File: src/rtl/l2_conv_mac.sv
// ----------------------------------------------------------------------------
// l2_conv_mac
//
// Layer-2 convolution MAC. Sits at the read end of the layer-1 pooled-feature
// buffer: when the window sequencer offers a window (win_rdy) it captures nine
// consecutive sample pairs (one 3x3 window per channel), accumulates the
// dual-channel 9-tap weighted sum, scales by FRAC_BITS, saturates to 18 bits
// and hands the result downstream over a valid/ready handshake. Accepted
// results are counted per frame and layer_done pulses on the NUM_WIN-th one.
//
// Ports
//   clk, rst_n          clock, asynchronous active-low reset
//   tx_done             synchronous frame clear (drops any in-flight result)
//   win_rdy / bsy       window offer from the producer / consumer busy
//   din_0, din_1        signed 18-bit channel samples, one pair per CAP cycle
//   wt_wr/addr/data     weight write port (0-8 ch0 taps, 9-17 ch1 taps)
//   out_vld/rdy/data    result handshake, signed 18-bit saturated result
//   win_cnt             results accepted this frame
//   layer_done          one-cycle pulse on acceptance of the final window
//
// Build option
//   L2_CONV_RELU_EN     when defined, negative saturated results become 0.
// ----------------------------------------------------------------------------
module l2_conv_mac #(
    parameter int unsigned FRAC_BITS = 8,
    parameter int unsigned ACC_W     = 42,
    parameter int unsigned NUM_WIN   = 100
) (
    input  logic        clk,
    input  logic        rst_n,
    input  logic        tx_done,
    input  logic        win_rdy,
    output logic        bsy,
    input  logic [17:0] din_0,
    input  logic [17:0] din_1,
    input  logic        wt_wr,
    input  logic [4:0]  wt_addr,
    input  logic [17:0] wt_data,
    output logic        out_vld,
    input  logic        out_rdy,
    output logic [17:0] out_data,
    output logic [7:0]  win_cnt,
    output logic        layer_done
);

    typedef enum logic [1:0] {StIdle, StCap, StSat, StOut} state_e;

    localparam logic signed [ACC_W-1:0] SatMax    = ACC_W'(131071);
    localparam logic signed [ACC_W-1:0] SatMin    = ACC_W'(-131072);
    localparam logic [7:0]              NumWinCnt = 8'(NUM_WIN);

    state_e                  state_q, state_d;
    logic [3:0]              tap_q, tap_d;
    logic signed [ACC_W-1:0] acc_q, acc_d;
    logic [17:0]             out_data_q, out_data_d;
    logic                    out_vld_q, out_vld_d;
    logic                    bsy_q, bsy_d;
    logic [7:0]              win_cnt_q, win_cnt_d;
    logic                    layer_done_q, layer_done_d;
    logic [17:0]             wt_q [18];

    // Weights are host-owned state and deliberately carry no reset.
    always_ff @(posedge clk) begin
        if (wt_wr && (wt_addr < 5'd18)) begin
            wt_q[wt_addr] <= wt_data;
        end
    end

    // MAC datapath: operands sign-extended to the accumulator width so the
    // products and the running sum are exact.
    logic [4:0]              idx0, idx1;
    logic signed [ACC_W-1:0] d0_ext, d1_ext, w0_ext, w1_ext, mac_sum;

    always_comb begin
        idx0    = {1'b0, tap_q};
        idx1    = idx0 + 5'd9;
        d0_ext  = {{(ACC_W-18){din_0[17]}}, din_0};
        d1_ext  = {{(ACC_W-18){din_1[17]}}, din_1};
        w0_ext  = {{(ACC_W-18){wt_q[idx0][17]}}, wt_q[idx0]};
        w1_ext  = {{(ACC_W-18){wt_q[idx1][17]}}, wt_q[idx1]};
        mac_sum = acc_q + d0_ext * w0_ext + d1_ext * w1_ext;
    end

    // Scale and saturate.
    logic signed [ACC_W-1:0] shifted;
    logic [17:0]             sat_val;

    always_comb begin
        shifted = acc_q >>> FRAC_BITS;
        if (shifted > SatMax) begin
            sat_val = 18'h1FFFF;
        end else if (shifted < SatMin) begin
            sat_val = 18'h20000;
        end else begin
            sat_val = shifted[17:0];
        end
`ifdef L2_CONV_RELU_EN
        if (sat_val[17]) begin
            sat_val = '0;
        end
`endif
    end

    logic [7:0] win_cnt_inc;
    assign win_cnt_inc = win_cnt_q + 8'd1;

    always_comb begin
        state_d      = state_q;
        tap_d        = tap_q;
        acc_d        = acc_q;
        out_data_d   = out_data_q;
        out_vld_d    = out_vld_q;
        win_cnt_d    = win_cnt_q;
        layer_done_d = 1'b0;

        if (tx_done) begin
            state_d   = StIdle;
            tap_d     = '0;
            acc_d     = '0;
            win_cnt_d = '0;
            out_vld_d = 1'b0;
        end else begin
            unique case (state_q)
                StIdle: begin
                    if (win_rdy) begin
                        state_d = StCap;
                        tap_d   = '0;
                        acc_d   = '0;
                    end
                end
                StCap: begin
                    acc_d = mac_sum;
                    if (tap_q == 4'd8) begin
                        tap_d   = '0;
                        state_d = StSat;
                    end else begin
                        tap_d = tap_q + 4'd1;
                    end
                end
                StSat: begin
                    out_data_d = sat_val;
                    out_vld_d  = 1'b1;
                    state_d    = StOut;
                end
                StOut: begin
                    if (out_rdy) begin
                        out_vld_d = 1'b0;
                        state_d   = StIdle;
                        if (win_cnt_inc == NumWinCnt) begin
                            win_cnt_d    = '0;
                            layer_done_d = 1'b1;
                        end else begin
                            win_cnt_d = win_cnt_inc;
                        end
                    end
                end
                default: state_d = StIdle;
            endcase
        end

        // Registered busy: high from the first CAP cycle until back in IDLE.
        bsy_d = (state_d != StIdle);
    end

    always_ff @(posedge clk or negedge rst_n) begin
        if (!rst_n) begin
            state_q      <= StIdle;
            tap_q        <= '0;
            acc_q        <= '0;
            out_data_q   <= '0;
            out_vld_q    <= 1'b0;
            bsy_q        <= 1'b0;
            win_cnt_q    <= '0;
            layer_done_q <= 1'b0;
        end else begin
            state_q      <= state_d;
            tap_q        <= tap_d;
            acc_q        <= acc_d;
            out_data_q   <= out_data_d;
            out_vld_q    <= out_vld_d;
            bsy_q        <= bsy_d;
            win_cnt_q    <= win_cnt_d;
            layer_done_q <= layer_done_d;
        end
    end

    assign bsy        = bsy_q;
    assign out_vld    = out_vld_q;
    assign out_data   = out_data_q;
    assign win_cnt    = win_cnt_q;
    assign layer_done = layer_done_q;

endmodule

File: config.mk
export PLATFORM = sky130hd
export DESIGN_NAME = l2_conv_mac
export DESIGN_NICKNAME = d
export VERILOG_FILES = /design/src/rtl/l2_conv_mac.sv
export SDC_FILE = /design/constraint.sdc
export NUM_CORES = 2
export LEC_CHECK = 0
export ABC_AREA = 1
export CAP_MARGIN = 20
export CORE_MARGIN = 3
export CORE_UTILIZATION = 45
export CTS_CLUSTER_SIZE = 8
export DETAILED_ROUTE_END_ITERATION = 7
export PLACE_DENSITY_LB_ADDON = 0.25
export SYNTH_ARGS = -nofsm -noshare
export SYNTH_HDL_FRONTEND = slang
export SYNTH_SLANG_ARGS = --single-unit
export TNS_END_PERCENT = 30
File: constraint.sdc
create_clock -name clk -period 23.3 [get_ports clk]
set_input_delay 4.66 -clock clk [delete_from_list [all_inputs] [get_ports clk]]
set_output_delay 4.66 -clock clk [all_outputs]
set_load 0.1 [all_outputs]
# After elaboration in Yosys (flattened, before gate mapping)
# Memory sizes are Yosys's and may differ from the RTL's.
# Index checks and enable logic that the tools add are counted.
# word_totals
regBits	77
ramBits	324
inputBits	65
elab_cells	65
memories	1
# op_classes
n_addsub	5
multipliers	2
magnitude_cmp	3
eq_ne	7
n_mux	27
bitwise	1
reduce_logical	11
# memory_table
memory	words	width	rd	rd_clocked_by_memory_dff	wr	line_no	text
wt_q	18	18	2	0	1	60	logic [17:0] wt_q [18];
# ops
operator	n
42-bit by 36-bit adder with 42-bit output	2
42-bit 2-to-1 mux	2
42-bit one-hot mux with 2 select lines	1
18-bit by 18-bit multiplier with 36-bit output	2
18-bit 2-to-1 mux	2
34-bit by 18-bit greater-than comparator with 1-bit output, second input constant	1
34-bit by 18-bit less-than comparator with 1-bit output, second input constant	1
8-bit 2-to-1 mux	4
4-bit 2-to-1 mux	3
8-bit by 1-bit adder with 8-bit output, second input constant	1
8-bit by 7-bit == test with 1-bit output, second input constant	1
1-bit 2-to-1 mux	8
2-bit 2-to-1 mux	4
2-bit one-hot mux with 4 select lines	1
4-bit one-hot mux with 2 select lines	1
2-bit AND reduction	4
3-bit != test, second input constant	2
2-bit nonzero test	3
3-bit nonzero test	2
4-bit by 4-bit adder with 5-bit output, second input constant	1
5-bit less-than comparator, second input constant	1
4-bit by 1-bit adder with 4-bit output, second input constant	1
2-bit == test, second input constant	2
4-bit == test, second input constant	1
other kinds (5)	5

# Depth between registers and ports, before layout
# logic_depth
word_depth	6
mapped_depth	46

# Least setup slack after synthesis
# OpenSTA, ideal clock, no wires.
# synth_path
path_type	input port to flip-flop
startpoint	input din_0[17]
endpoint	register acc_q[40]
setup_time_ns	0.118
t_arrival_ns	11.245
setup_slack_ns	11.937
cell_stages	26
cell_sequence	clkbuf_1 > inv_1 > clkbuf_1 > nor2_2 > fa_1 > fa_1 > inv_1 > fa_1 > fa_1 > inv_1 > fa_1 > fa_1 > fa_1 > inv_1 > fa_1 > inv_1 > ha_1 > inv_1 > nor3_1 > nand2_1 > nor2_1 > nand3_1 > nand3_1 > nand2_1 > nand3_1 > nand2_1
# synth_via
elab_chain_cells	5
# synth_lines
item	line_no	text
start: declaration	34	input logic [17:0] din_0,
18-bit by 18-bit multiplier with 36-bit output	81	mac_sum = acc_q + d0_ext * w0_ext + d1_ext * w1_ext;
42-bit by 36-bit adder with 42-bit output (2 in series)	81	
42-bit one-hot mux with 2 select lines	123	unique case (state_q)
42-bit 2-to-1 mux	116	if (tx_done) begin
end signal: assignment	169	acc_q <= '0;
end signal: assignment	178	acc_q <= acc_d;
end: declaration	54	logic signed [ACC_W-1:0] acc_q, acc_d;
# Every way passes these cells.
# A chain may end at the register's enable or synchronous reset.

# Final worst setup path
# layout_path
startpoint	input din_0[17]
endpoint	register acc_q[39]
# Same word-level chain as after synthesis.

==> run metrics <==
syn avg cell area=approximately 9.1 µm²; Reg-to-Reg End=acc_q[39]; Post-CTS Setup Inserts=0; Worst Hold End=acc_q[3]; clock buffer depth=3; Worst R2R Setup Slack=12460 ps; die area=0.104 mm²; # clock sinks=401; status=complete, no violations; Hold WS=roughly 500 ps; Yosys warnings=0; most common cell in the netlist=inv_1; Die Y=around 320 µm; critical path startpoint category=primary input; flops & latches, synth=401; post-synth net total=6011; initial antenna violation count=2; Hold Crit Depth=2; total CTS buffers=56; Crit-path slowest cell=fa_1; H-Tree Depth=2; Setup Skew=around 25 ps; Synth top area share=0.353; CTS hold repair buffers=0; vias post-DR=around 34000; starting DRC count in detailed routing=about 3200; I/O pin count=94; endpoints failing setup=0; PortBufs=93; drt via density=5.34; post-synthesis sequential area ratio=0.258; max-cap violation count=0; leading post-synthesis cells by cell area=fa_1 35%, edfxtp_1 22%, inv_1 9.4%; ys async rst share=0.192; Die Wd=323 µm; initial cell density of the core=0.457; worst slew pin tran=1010 ps; Post-DP HPWL=106000 µm; Synth Instances=4973; CTS tree=yes; relative slew slack=0.321; worst r2r src=tap_q[0]; Tmin final=between 10000 and 15000 ps; Final Hold Vio Count=0; synth unique cells=55; Crit path largest cell delay=750 ps; post-route ant nets=0; hold_sp=acc_q[3]; R2R depth=34; RSZ-0062 raised after global routing=no; GPL Wtd Cong=between 0.9 and 1; largest area contributor in the netlist=fa_1; class of the worst hold path=register to register; Total GRT Usage=0.269; Final period util=0.514; EDFF count, synth=about 320; root buf cell=clkbuf_16; core area=about 0.099 mm²; CTS resizes=0; Max Freq=83.5 MHz; WS Path Type=primary input to register; largest net degree at the start of global routing=89; DRT Wirelength=135000 µm; setup tns final=0 ps; # rows=115; worst endpoint required time=roughly 24000 ps; post-synthesis instance area=0.0452 mm²; Crit path top cell by count=fa_1; first-pass GRT wire length=211000 µm; grt ovf=0; Post-synth top cells=1138 x inv_1, 955 x nand2_1, 798 x fa_1; worst skew pair latency=a little over 600 ps; Slew Limit Fails=0; Worst setup EP type=register; drc violations=0; crit path max fanout=12; crit path DAT=around 12000 ps; vias in the first global route=34768; Clock transition at path regs=60 ps; DRT Pass-1 Iters=6; ratio of cells with drive above 1 in the final layout=0.0384; synth-to-layout area growth=7.48%; NumNets Final=6017; Primary FF master, synth=edfxtp_1; routed len/inst=~22 µm
==> logic make-up (layout without fill, tap and decap cells) <==
logic type,Yosys count,count (layout),share of synthesized area
simple gates,1727,1727,0.154
buf+inv,1357,1380,0.122
fa+ha+maj,973,973,0.402
compound gates,498,498,0.0620
flops,401,401,0.258
xor+xnor,11,11,0.00213
mux,6,6,0.00133
other cells,0,2,0
==> state kept, by name (all words and copies together) (netlist names) <==
signal      cells
bsy             1
wt_q          324
out_data       18
out_vld         1
acc_q          42
win_cnt         8
layer_done      1
state_q         2
tap_q           4
==> how the worst max path moves through the flow <==
stage | from | to | depth (start not counted)
after floorplan | din_0[17] | acc_q[40] | 26
after global placement | din_1[17] | acc_q[39] | 25
after detailed placement | din_1[17] | acc_q[39] | 25
after CTS | din_1[17] | acc_q[39] | 25
after global routing | din_1[17] | acc_q[40] | 25
final | din_0[17] | acc_q[39] | 25
==> placed cells by master (no fill, tap or decap), types with 8 or more instances in the layout <==
master              n
ha_1              174
xor2_1              8
nor2_2             27
dfrtp_1            75
clkinv_1           12
a211oi_1           11
nand4_1            22
buf_4              38
inv_2              21
fa_1              798
edfxtp_1          324
o22ai_1            18
clkdlybuf4s50_1    92
o221ai_1           10
nand3_1           169
a21boi_1           10
inv_1            1138
o21ai_0           193
o2111ai_1          16
nand2_1           955
clkbuf_1           15
nor3_1              8
nand2_2            20
o21ai_1            19
o211ai_1           30
nand3b_1            8
nor2_1            494
clkbuf_16          56
a21oi_1           169
==> worst max-delay path: cells and delay by family <==
family,cells,cell delay [ps]
adders and majority gates,9,4920
buffers and inverters,6,1730
and+or+nand+nor,10,1170
==> per-stage QoR <==
step | util | cells | worst slack [ps] | area, µm²
3_3_place_gp | 0.475 | 6208 | 10790 | 47100
5_1_grt | 0.491 | 6283 | 10900 | 48600
3_5_place_dp | 0.475 | 6208 | 10750 | 47100
6_report | 0.491 | 6285 | 11320 | 48600
2_1_floorplan | - | 4973 | 11940 | 45200
4_1_cts | 0.491 | 6283 | 11380 | 48600
==> cell type report <==
| type | instances | area (µm²) |
|---|---|---|
| antenna | 2 | 5.00 |
| clock buffer | 71 | 1460 |
| clock inverter | 4 | 98.8 |
| fill | 9321 | 50400 |
| inverter | 1175 | 4420 |
| multi-input combinational | 3215 | 28200 |
| sequential | 401 | 11700 |
| tap | 1287 | 1610 |
| timing repair buffer | 130 | 1210 |
==> layer usage <==
layer,share of wire,track usage,up-vias
met1,0.44,0.396,16827
met2,0.43,0.406,1497
li1,-,-,15033
met4,0.029,0.0719,0
met3,0.099,0.0549,219
met5,0,0,-
Power is not shown: default switching activity piles up to over one toggle a cycle in this logic, so the estimate is an artifact.
